File: config.mk
export PLATFORM = sky130hd
export DESIGN_NAME = timing_engine_seq
export DESIGN_NICKNAME = d
export VERILOG_FILES = /design/src/rtl/timing_engine_seq_pkg.sv /design/src/rtl/timing_engine_seq_sync_cell.sv /design/src/rtl/timing_engine_seq.sv
export SDC_FILE = /design/constraint.sdc
export NUM_CORES = 1
export LEC_CHECK = 0
export BUFFER_PORTS_ARGS = -buffer_cell sky130_fd_sc_hd__buf_2
export CORE_UTILIZATION = 35
export CTS_CLUSTER_SIZE = 30
export DETAILED_ROUTE_END_ITERATION = 8
export GPL_TIMING_DRIVEN = 0
export PLACE_DENSITY_LB_ADDON = 0.05
export REMOVE_ABC_BUFFERS = 1
export SLEW_MARGIN = 40
export SYNTH_ARGS = -nofsm -noshare
export SYNTH_HDL_FRONTEND = slang
export SYNTH_SLANG_ARGS = --single-unit
File: constraint.sdc
create_clock -name clk -period 2.9 [get_ports clk]
set_clock_uncertainty 0.05 [all_clocks]
set_input_delay 0.145 -clock clk [delete_from_list [all_inputs] [get_ports clk]]
set_output_delay 0.145 -clock clk [all_outputs]
set_load 0.02 [all_outputs]
File: src/rtl/timing_engine_seq_pkg.sv
// Shared types and width helpers for the radio timing sequencer.
package pa_timing_engine;

  // state    | meaning
  // IDLE     | radio off, arbitrating synced enable requests
  // WAIT_PLL | radio on, waiting for PLL lock
  // RAMP_UP  | PLL locked, counting tArstFs before the front end is usable
  // ACTIVE   | owner holds the radio, RX enable follows its request
  // RAMP_DN  | radio held on for tRampDn cycles after disable / lock loss
  typedef enum logic [2:0] {
    IDLE     = 3'd0,
    WAIT_PLL = 3'd1,
    RAMP_UP  = 3'd2,
    ACTIVE   = 3'd3,
    RAMP_DN  = 3'd4
  } te_state_t;

  localparam int SIZE_T_ARSTFS_DEF = 8;
  localparam int SIZE_T_RAMPDN_DEF = 8;

  function automatic int ch_width(input int n);
    return (n > 1) ? $clog2(n) : 1;
  endfunction

  function automatic int max_int(input int a, input int b);
    return (a > b) ? a : b;
  endfunction

endpackage

File: src/rtl/timing_engine_seq_sync_cell.sv
// Single-bit multi-flop synchroniser for an asynchronous request line.
module sync_cell #(
  parameter int SYNC_STAGES = 2
) (
  input  logic clk,
  input  logic rstN,
  input  logic d,
  output logic q
);

  logic [SYNC_STAGES-1:0] chain;

  always_ff @(posedge clk or negedge rstN) begin
    if (!rstN) begin
      chain <= '0;
    end else begin
      chain <= {chain[SYNC_STAGES-2:0], d};
    end
  end

  assign q = chain[SYNC_STAGES-1];

endmodule

File: src/rtl/timing_engine_seq.sv
// Radio timing sequencer: synchronises per-channel enable/RX requests, grants one owner
// and steps the radio through PLL settle, ramp-up, active and ramp-down.
module timing_engine_seq
  import pa_timing_engine::*;
#(
  parameter int NUM_CH        = 2,
  parameter int SYNC_STAGES   = 2,
  parameter int SIZE_T_ARSTFS = SIZE_T_ARSTFS_DEF,
  parameter int SIZE_T_RAMPDN = SIZE_T_RAMPDN_DEF
) (
  input  logic                        clk,
  input  logic                        rstN,
  input  logic [NUM_CH-1:0]           reqEnable,
  input  logic [NUM_CH-1:0]           reqRxEn,
  input  logic                        pllSettled,
  input  logic [SIZE_T_ARSTFS-1:0]    tArstFs,
  input  logic [SIZE_T_RAMPDN-1:0]    tRampDn,
  output logic                        radioEnable,
  output logic                        radioRxEn,
  output logic [ch_width(NUM_CH)-1:0] activeCh,
  output logic                        busy,
  output logic                        pllLostErr
);

  localparam int CH_W  = ch_width(NUM_CH);
  localparam int CNT_W = max_int(SIZE_T_ARSTFS, SIZE_T_RAMPDN);

  logic [NUM_CH-1:0] en_sync;
  logic [NUM_CH-1:0] rx_sync;

  for (genvar g = 0; g < NUM_CH; g++) begin : g_sync
    sync_cell #(.SYNC_STAGES(SYNC_STAGES)) u_en (
      .clk  (clk),
      .rstN (rstN),
      .d    (reqEnable[g]),
      .q    (en_sync[g])
    );
    sync_cell #(.SYNC_STAGES(SYNC_STAGES)) u_rx (
      .clk  (clk),
      .rstN (rstN),
      .d    (reqRxEn[g]),
      .q    (rx_sync[g])
    );
  end

  te_state_t        state;
  te_state_t        next_state;
  te_state_t        dn_state;
  logic [CNT_W-1:0] cnt;
  logic [CNT_W-1:0] cnt_val;
  logic [CNT_W-1:0] dn_val;
  logic             cnt_load;
  logic             grant_load;
  logic             lost_next;
  logic [CH_W-1:0]  grant_ch;
  logic             any_req;
  logic             own_en;
  logic             own_rx;

  // Lowest-index synced request wins; only consulted while IDLE.
  always_comb begin
    grant_ch = '0;
    for (int i = NUM_CH - 1; i >= 0; i--) begin
      if (en_sync[i]) begin
        grant_ch = CH_W'(i);
      end
    end
  end

  assign any_req  = |en_sync;
  assign own_en   = en_sync[activeCh];
  assign own_rx   = rx_sync[activeCh];
  assign dn_val   = CNT_W'(tRampDn);
  assign dn_state = (tRampDn == '0) ? IDLE : RAMP_DN;

  always_comb begin
    next_state = state;
    cnt_load   = 1'b0;
    cnt_val    = '0;
    grant_load = 1'b0;
    lost_next  = 1'b0;
    unique case (state)
      IDLE: begin
        if (any_req) begin
          next_state = WAIT_PLL;
          grant_load = 1'b1;
        end
      end
      WAIT_PLL: begin
        if (!own_en) begin
          next_state = IDLE;
        end else if (pllSettled) begin
          if (tArstFs == '0) begin
            next_state = ACTIVE;
          end else begin
            next_state = RAMP_UP;
            cnt_load   = 1'b1;
            cnt_val    = CNT_W'(tArstFs);
          end
        end
      end
      RAMP_UP: begin
        if (!own_en) begin
          next_state = dn_state;
          cnt_load   = 1'b1;
          cnt_val    = dn_val;
        end else if (!pllSettled) begin
          next_state = WAIT_PLL;
        end else if (cnt <= CNT_W'(1)) begin
          next_state = ACTIVE;
        end
      end
      ACTIVE: begin
        // Lock loss outranks a simultaneous disable so the error is never masked.
        if (!pllSettled || !own_en) begin
          lost_next  = !pllSettled;
          next_state = dn_state;
          cnt_load   = 1'b1;
          cnt_val    = dn_val;
        end
      end
      RAMP_DN: begin
        if (cnt <= CNT_W'(1)) begin
          next_state = IDLE;
        end
      end
      default: begin
        next_state = IDLE;
      end
    endcase
  end

  always_ff @(posedge clk or negedge rstN) begin
    if (!rstN) begin
      state       <= IDLE;
      cnt         <= '0;
      activeCh    <= '0;
      radioEnable <= 1'b0;
      radioRxEn   <= 1'b0;
      busy        <= 1'b0;
      pllLostErr  <= 1'b0;
    end else begin
      state <= next_state;
      if (cnt_load) begin
        cnt <= cnt_val;
      end else if (cnt != '0) begin
        cnt <= cnt - CNT_W'(1);
      end
      if (grant_load) begin
        activeCh <= grant_ch;
      end
      radioEnable <= (next_state != IDLE);
      busy        <= (next_state != IDLE);
      radioRxEn   <= (next_state == ACTIVE) && own_rx;
      pllLostErr  <= lost_next;
    end
  end

endmodule

==> results.md <==
* Part of the power in registers at 0.457
* Setup TNS at 0 ns
* Sink Count at 23
* Avg Cell Area, Syn at 10.8 um^2
* Clk pwr share at 0.127
* CP Cell Sequence: mux2_2 > a21oi_1 > a21oi_1 > a222oi_1 > a21oi_1
* Sw Pwr at 0.491 mW
* Total number of vias at 927
* MaxCap Viol Count at 0
* Post-synthesis sequential area ratio at 0.518
* Power per cell area at 869 mW/mm^2
* Total CTS buffers at 3
* Sw Ratio at 0.412
* Crit path max fanout at 10
* Slew headroom at 0.463
* Post-CTS setup buffer count at 0
* Total power at 1.19 mW
* Port bufs at 27
* Largest net degree at the start of global routing at 24
* Final ANT Viol Nets at 0
* Starting Density at 0.367
* Final Setup Violations at 0
* RD Place Congestion at 0.838
* Final hold slack at 0.0424 ns
* Clock Tree Buf Depth at 2
* CP Data Arrival Time at 2.57 ns
* Worst skew pair latency at 0.31 ns
* # DRC at 0
* Cell repeated most along the worst path: a21oi_1
* Flop2flop setup slack at 0.45 ns
* Most frequent cells in the layout: buf_2, dfrtp_1, a21oi_1
* Worst Hold End: cnt[6]$_DFFE_PN0P_
* Comb power frac at 0.416
* Antenna violations before repair at 0
* R2R depth at 5
* Int Power at 0.702 mW
* Ys Warns at 0
* Clk root buf: clkbuf_4
* Vias per inst at 5.09
* Unrepaired setup endpoints after global routing: no
* First-pass GRT wire length at 3890 um
* Netlist cell types at 30
* Pleak at 0.588 nW
* Gr usage total at 0.154
* Total congestion overflow at 0
* R2R Path End: cnt[2]$_DFFE_PN0P_
* Total Die Area at 0.00340 mm^2
* Crit-path slowest cell: a21oi_1
* Vias in the first global route at 907
* Drt wl/cell at 13.1 um
* Run status: finished clean
* Post-Syn Instances at 103
* F_max at 0.408 GHz
* Die width at 58.3 um
* Hold Crit Class: in2reg
* Chip Height at 58.3 um
* Post-DP HPWL at 1790 um
* CP peak stage delay at 0.63 ns
* Max Slew Vio Count at 0
* CTS tree: built
* Rows at 20
* Fin nets at 165
* Initial detailed-routing violation count at 48
* H-tree Lvls at 1
* Antenna cell count at 0
* Min-delay src: tArstFs[6]
* Io pins at 28
* Share of layout cells above drive strength 1 at 0.290
* Layout area overhead at 23.6%
* Critical Path End Type: flop
* Total Routed Length at 2390 um
* Post-Syn Area at 0.00111 mm^2
* CP startpoint kind: flop
* Worst Path Required at 3.02 ns
* Final min period at 2.45 ns
* Worst slew pin tran at 0.799 ns
* Period Utilization, post-route at 0.844
* First-pass iteration count of the detailed router at 5
* Final hold violations at 0
* Register bit total from synthesis at 23
* Hold path cells at 3
* Commonest non-fill, non-tap cell in the layout: buf_2
* FF-to-FF Start: activeCh$_DFFE_PN0P_
* Core Region at 0.00303 mm^2
* Worst Setup Path Type: reg2reg
* Clock transition at path regs at 0.14 ns
* Maximum VDD drop at 0.000291 V
-- cell type report --
cell class,count,area (um^2)
fillers,294,1650
flip-flops and latches,23,576
multi-input cells,76,517
repair buffers,32,185
well taps,44,55.1
clock buffers,3,22.5
inverters,3,11.3
clock inverters,1,7.51
-- how the worst max path moves through the flow --
stage | to | startpoint | slack [ns]
finish | cnt[2]$_DFFE_PN0P_ | activeCh$_DFFE_PN0P_ | 0.45
CTS | cnt[2]$_DFFE_PN0P_ | activeCh$_DFFE_PN0P_ | 0.50
detailed placement | cnt[2]$_DFFE_PN0P_ | activeCh$_DFFE_PN0P_ | 0.54
global placement | cnt[2]$_DFFE_PN0P_ | activeCh$_DFFE_PN0P_ | 0.56
floorplan | radioRxEn$_DFF_PN0_ | cnt[5]$_DFFE_PN0P_ | 0.72
global route | cnt[2]$_DFFE_PN0P_ | activeCh$_DFFE_PN0P_ | 0.29
-- power groups by stage --
stage                     Combinational [mW]  Sequential, mW  Clock (mW)
after detailed placement               0.494           0.551           0
after global placement                 0.488           0.550           0
after floorplan                        0.344           0.554           0
after global routing                   0.563           0.566       0.173
final                                  0.497           0.545       0.151
after CTS                              0.502           0.545       0.160
-- cell families (layout without fill, tap and decap cells) --
group | after synthesis | after routing | share of synthesized area
DFF | 23 | 23 | 0.518
and+or+nand+nor | 37 | 37 | 0.202
xor gates and xnor gates | 5 | 5 | 0.0394
muxes | 2 | 2 | 0.0191
AOI/OAI and AO/OA | 29 | 29 | 0.171
buffers and inverters | 4 | 39 | 0.0169
adders and majority gates | 3 | 3 | 0.0338
-- timing repair --
action,CTS,global route
resized for setup,0,0
endpoints found under the hold margin,27,0
hold buffers,5,0
-- cells in the mapped netlist (all sizes together) --
library cell,count,share of area
nor4b,1,0.014
inv,3,0.010
a21oi,11,0.050
nor3b,1,0.011
nor2,7,0.024
or3,2,0.012
a22oi,5,0.034
or3b,1,0.0079
or4,2,0.020
o21ai,6,0.027
ha,3,0.034
a32o,1,0.0090
a221oi,2,0.016
nand2,7,0.024
a2111oi,2,0.021
a31oi,1,0.0056
nand2b,3,0.017
nand4,1,0.0056
a222oi,1,0.0090
xnor2,4,0.032
buf,1,0.0068
mux2i,1,0.0090
mux2,1,0.010
xor2,1,0.0079
dfrtp,23,0.52
nor4,6,0.039
nor3,6,0.027
-- registers in the layout, summed over array words and instances, names as in the netlist --
| signal | flops |
|---|---|
| g_sync.u_rx.chain | 4 |
| g_sync.u_en.chain | 4 |
| state | 3 |
| busy | 1 |
| pllLostErr | 1 |
| cnt | 8 |
| radioRxEn | 1 |
| activeCh | 1 |
-- through the flow --
step | cells | utilization | setup slack [ns] | instance area [um^2]
floorplan | 102 | - | 0.717 | 1100
global placement | 173 | 0.427 | 0.556 | 1290
detailed placement | 173 | 0.427 | 0.536 | 1290
CTS | 182 | 0.454 | 0.502 | 1370
global route | 182 | 0.454 | 0.291 | 1370
finish | 182 | 0.454 | 0.451 | 1370
-- per-layer routing --
metal	vias to the layer above	GRT usage	wire length, um
li1	460	-	-
met1	432	0.209	1190
met2	33	0.243	1070
met3	2	0.0220	114
met4	0	0.0782	17
met5	-	0	0
-- worst max-delay path: cells and delay by family, from the launching register on --
family          cells  cell delay, ns
flops               1            0.46
mux                 1            0.39
compound gates      4            1.41
Note: power is estimated with default switching activity, not from simulation.
